`src/rtl/uc_secuenciador.sv`:
```
// Sequencing control unit for the 8-bit microcontroller datapath.
// Ports: clk, reset (async low), Opcode, z, start, step_mode, step
//   -> s_inc, s_inm, we3, wez, Op, pc_en, running, halted,
//      illegal, instr_count.
module uc_secuenciador #(
  parameter int CNT_W = 16
) (
  input  logic             clk,
  input  logic             reset,
  input  logic [5:0]       Opcode,
  input  logic             z,
  input  logic             start,
  input  logic             step_mode,
  input  logic             step,
  output logic             s_inc,
  output logic             s_inm,
  output logic             we3,
  output logic             wez,
  output logic [2:0]       Op,
  output logic             pc_en,
  output logic             running,
  output logic             halted,
  output logic             illegal,
  output logic [CNT_W-1:0] instr_count
);

  typedef enum logic [1:0] {
    IDLE,
    EXEC,
    STEP_WAIT,
    HALTED
  } state_t;

  localparam logic [5:0] OP_J   = 6'b110000;
  localparam logic [5:0] OP_JZ  = 6'b110001;
  localparam logic [5:0] OP_JNZ = 6'b110010;
  localparam logic [5:0] OP_NOP = 6'b111110;
  localparam logic [5:0] OP_HLT = 6'b111111;

  state_t           state_q, state_d;
  logic             step_q;
  logic             illegal_q, illegal_d;
  logic [CNT_W-1:0] cnt_q, cnt_d;

  logic exec;
  logic is_halt;
  logic is_bad;
  logic step_edge;

  assign exec      = (state_q == EXEC);
  assign step_edge = step & ~step_q;

  always_comb begin
    s_inc   = 1'b1;
    s_inm   = 1'b0;
    we3     = 1'b0;
    wez     = 1'b0;
    Op      = 3'b000;
    pc_en   = 1'b0;
    is_halt = 1'b0;
    is_bad  = 1'b0;
    if (exec) begin
      pc_en = 1'b1;
      unique case (1'b1)
        ~Opcode[5]: begin
          Op  = Opcode[4:2];
          we3 = 1'b1;
          wez = 1'b1;
        end
        (Opcode[5:2] == 4'b1000): begin
          s_inm = 1'b1;
          we3   = 1'b1;
        end
        (Opcode == OP_J):   s_inc = 1'b0;
        (Opcode == OP_JZ):  s_inc = ~z;
        (Opcode == OP_JNZ): s_inc = z;
        (Opcode == OP_NOP): s_inc = 1'b1;
        (Opcode == OP_HLT): is_halt = 1'b1;
        default:            is_bad = 1'b1;
      endcase
    end
  end

  always_comb begin
    state_d   = state_q;
    illegal_d = illegal_q | is_bad;
    cnt_d     = cnt_q;
    if (exec && (cnt_q != {CNT_W{1'b1}}))
      cnt_d = cnt_q + CNT_W'(1);
    unique case (state_q)
      IDLE, HALTED: begin
        if (start)
          state_d = step_mode ? STEP_WAIT : EXEC;
      end
      EXEC: begin
        if (is_halt)
          state_d = HALTED;
        else if (step_mode)
          state_d = STEP_WAIT;
      end
      STEP_WAIT: begin
        // edges seen in other states are not remembered
        if (!step_mode || step_edge)
          state_d = EXEC;
      end
      default: state_d = IDLE;
    endcase
  end

  always_ff @(posedge clk or negedge reset) begin
    if (!reset) begin
      state_q   <= IDLE;
      step_q    <= 1'b0;
      illegal_q <= 1'b0;
      cnt_q     <= '0;
    end else begin
      state_q   <= state_d;
      step_q    <= step;
      illegal_q <= illegal_d;
      cnt_q     <= cnt_d;
    end
  end

  assign running     = (state_q == EXEC) || (state_q == STEP_WAIT);
  assign halted      = (state_q == HALTED);
  assign illegal     = illegal_q;
  assign instr_count = cnt_q;

endmodule

```
`config.mk`:
```
export PLATFORM = sky130hd
export DESIGN_NAME = uc_secuenciador
export DESIGN_NICKNAME = d
export VERILOG_FILES = /design/src/rtl/uc_secuenciador.sv
export SDC_FILE = /design/constraint.sdc
export NUM_CORES = 1
export LEC_CHECK = 0
export CORE_UTILIZATION = 48
export DETAILED_ROUTE_END_ITERATION = 8
export MAX_ROUTING_LAYER = met4
export PLACE_DENSITY = 0.84
export SETUP_SLACK_MARGIN = 0.05
export SLEW_MARGIN = 20
export SYNTH_ARGS = -nofsm -noshare
export SYNTH_HDL_FRONTEND = slang
export SYNTH_SLANG_ARGS = --single-unit
```
`constraint.sdc`:
```
create_clock -name clk -period 4.1 [get_ports clk]
set_clock_uncertainty 0.2 [all_clocks]
set_input_delay 0.82 -clock clk [delete_from_list [all_inputs] [get_ports clk]]
set_output_delay 0.82 -clock clk [all_outputs]
set_load 0.02 [all_outputs]
```
==> results of run 1 <==
[area by class of cell]
class,instances,area [um2]
Multi-Input combinational cell,87,631.9
Fill cell,165,630.6
Sequential cell,20,500.5
Timing Repair Buffer,38,380.4
Clock buffer,4,36.28
Tap cell,28,35.03
Inverter,5,18.77
[power by group through the flow]
stage	logic, mW	clock network, mW	registers (mW)
global route	0.454	0.122	0.301
finish	0.416	0.111	0.293
floorplan	0.225	0	0.321
global placement	0.411	0	0.294
detailed placement	0.418	0	0.297
CTS	0.421	0.114	0.293
[stage by stage]
stage	cell area, um2	utilization	setup WS, ps	hold slack, ps	std cells
floorplan	1151	-	1470	324.4	112
global placement	1567	0.7014	624.6	240.1	178
detailed placement	1567	0.7014	598.5	250.9	178
CTS	1603	0.7176	594.1	275.9	182
global route	1603	0.7176	525.5	286.6	182
finish	1603	0.7176	597.8	272.7	182
[critical path: stages]
cell	delay, ps
clkdlybuf4s50_1	500
or3_1	400
a21oi_1	150
clkdlybuf4s50_1	610
[final timing paths]
kind	startpoint	endpoint	slack (ps)	cells after the start
worst min-delay path	illegal	illegal	270	1
worst max register to register	instr_count[0]	instr_count[9]	2060	5
max in group asynchronous	reset	instr_count[11]	2370	1
min in group asynchronous	reset	instr_count[4]	810	1
worst max-delay path	Opcode[3]	we3	600	4
worst min register to register	illegal	illegal	270	1
[cells in the mapped netlist (2+ instances only)]
cell and instances:
nor3_1 3, xor2_1 8, a41oi_1 2, nand3_1 6, nor2_1 5, nand2_1 15
nand4_1 5, and4_1 2, dfrtp_1 20, nor2b_1 2, inv_1 5, ha_1 4
or3_1 2, mux2i_1 2, and2_1 3, nor4_1 5, xnor2_1 7
[state kept, by name, summed over array words and instances (netlist names)]
name         count
instr_count     16
illegal          1
step_q           1
state_q          2
[cells by family (layout without fill, tap and decap cells)]
group                    Yosys count  count (layout)  synth area share
adder cells (fa/ha/maj)            4               4           0.04348
XOR/XNOR                          15              15            0.1141
AND/OR/NAND/NOR                   55              55            0.2793
flip-flops                        20              20            0.4348
AO/OA/AOI/OAI                     10              10           0.08479
multiplexers                       3               3           0.02717
buffers and inverters              5              47           0.01631
[routing by layer]
metal	vias to the layer above	global-route usage
li1	490	-
met1	476	0.2543
met2	24	0.3509
met3	2	0.07440
met4	0	0.07407
met5	-	-
==> results.txt, run 1 <==
- Entering global routing, the biggest net connects 21 pins.
- Headroom to the max-slew limit: 0.4197
- Power comes to a little over 0.8 mW.
- Power dissipated by switching net loads: 0.3275 mW
* Total number of vias: just under 1000
* Count of H-tree levels built during CTS: 1
* Post-CTS Repair Setup Buffers: 0
- Number of synthesized flops with an enable pin: 0
* Post-synthesis sequential area ratio: 0.4348
- 39 I/O pins were placed.
- Post-Syn Area: 0.001151 mm2
* Area contributors post-synth: dfrtp_1 43%, xor2_1 6.1%, xnor2_1 5.3%, nand2_1 4.9%, ha_1 4.3%
- For this design the ratio of total power to cell area is between 500 and 600 mW/mm2.
- The setup path with the least slack is of type input port to output port.
- Area share of the largest cell type after synthesis: 0.4348
- Cell count after synthesis: about 110
- Total wire length after detailed routing: approximately 2.4 mm
- Maximum clock frequency: roughly 290 MHz
- The first routing iteration left 18 violations.
* Total congestion overflow after global routing: 0
* Count of antenna diodes in the layout: 0
- Setup-failing EPs final: 0
* Post-synth ARST share: 1.000
- Of the total power, the share spent switching nets is 0.3995.
- Summed over all nets, wire length on met2 after detailed routing comes to approximately 1.2 mm.
- The number of nets handed over by synthesis was about 130.
- In this run the standard cell core region covers 0.002233 mm2.
* Resized Gates After CTS: 0
- At the worst endpoint, the required time is between 3000 and 4000 ps.
- Across the run, the number of max-cap violations was 0.
- Die Y: roughly 51 um
- Clock Power Share: 0.135
* Worst setup SP type: input port
* Final number of hold-violating endpoints: 0
- Die footprint: approximately 0.0026 mm2
* Worst Max-Slew Pin Slew: 867.7 ps
* Outcome: finished clean
* Cell internal pwr: about 0.49 mW
- The first global-routing pass estimated a little over 4 mm of wire.
- Clock tree buffer depth: 2
* Initial Utilization: 0.5154
- After detailed routing, no signal wire sits above met4.
- Initial antenna violation count: 0
- The number of different library cells used by synthesis comes to 33.
* Proportion of layout cells with a drive suffix above 1: 0.07792
- A synthesized cell averages just over 10 um2.
- Maximum vdd ir drop: 0.0004762 V
* Num CTS Buffers: 3
- DR vias/cell: roughly 5.5
* Final number of max-transition violations: 0
- After the last flow step, the layout net total stands at roughly 170.
* Final total negative setup slack: 0 ps
- Number of input and output port buffers inserted: 38
- Hold buffer count at CTS: 0
- In this run the clock root is driven by a clkbuf_4.
- After layout, the minimum clock period comes to ~3500 ps.
- The biggest area contributor in the post-synthesis netlist is dfrtp_1.
- The count of nets left with antenna violations once routing finished came out at 0.
* Clock-pin transition on the worst setup and hold timing paths: approximately 100 ps
- Leaving out fill and tap cells, the most frequent cell in the layout is clkdlybuf4s50_1.
- Number of cell rows: 17
* Highest-count cells in the layout ignoring fill and taps: 38 x clkdlybuf4s50_1, 20 x dfrtp_1, 15 x nand2_1, 8 x xor2_1, 7 x xnor2_1
- In the final routing, the length of wire on met1 measures 1.105 mm.
* Later-pin clock latency in the skew report: 300 ps
* Routability congestion estimate: around 0.79
* Critical path endpoint category: output port
* Leakage power of the design: between 0.6 and 0.7 nW
* Yosys warnings: 0
* Total met3 wirelength after detailed routing: between 100 and 150 um
- The worst hold path belongs to the class flip-flop to flip-flop.
* WP data arrival: between 2000 and 2500 ps
- After synthesis the netlist holds a flip-flop and latch count of 20.
- Relative to the synthesized area, the layout overhead comes to 39.24%.
- TritonCTS built the clock tree.
* Average wire per cell in the routed design: roughly 13 um
- Dominant synthesized flop cell: dfrtp_1
* Comb pwr share: 0.508
* Unrepaired setup endpoints after global routing: no
- Dividing the final minimum period by the clock period gives 0.8542.
- Gr usage total: 0.2182
* Sequential share of power: 0.357
* Half-perimeter wire length of the detailed placement result: 1.954 mm
* Via count of the first global-routing pass: roughly 960
- Before antenna repair, the detailed router went through 4 iterations.
* Die width: between 50 and 60 um
* Number of sinks on the clock net: 20
- Worst-path maximum fanout: 7
- DRC violation count after routing: 0
Note: power is estimated with default switching activity, not from simulation.
==> run 2, diff against run 1 <==
==> constraint.sdc (replaced) <==
create_clock -name clk -period 4.03 [get_ports clk]
set_clock_uncertainty 0.2 [all_clocks]
set_input_delay 0.806 -clock clk [delete_from_list [all_inputs] [get_ports clk]]
set_output_delay 0.806 -clock clk [all_outputs]
set_load 0.02 [all_outputs]
==> results of run 2 <==
The final DEF is identical to that of run 1. Status: finished clean.
Main changes from that run: setup slack after placement 598.5 ps -> 556.5 ps; setup slack after layout 597.8 ps -> 555.8 ps; register-to-register setup slack 2060 ps -> 1990 ps; total power 0.8198 mW -> 0.8341 mW; worst IR drop on VDD 0.0004762 V -> 0.0004845 V
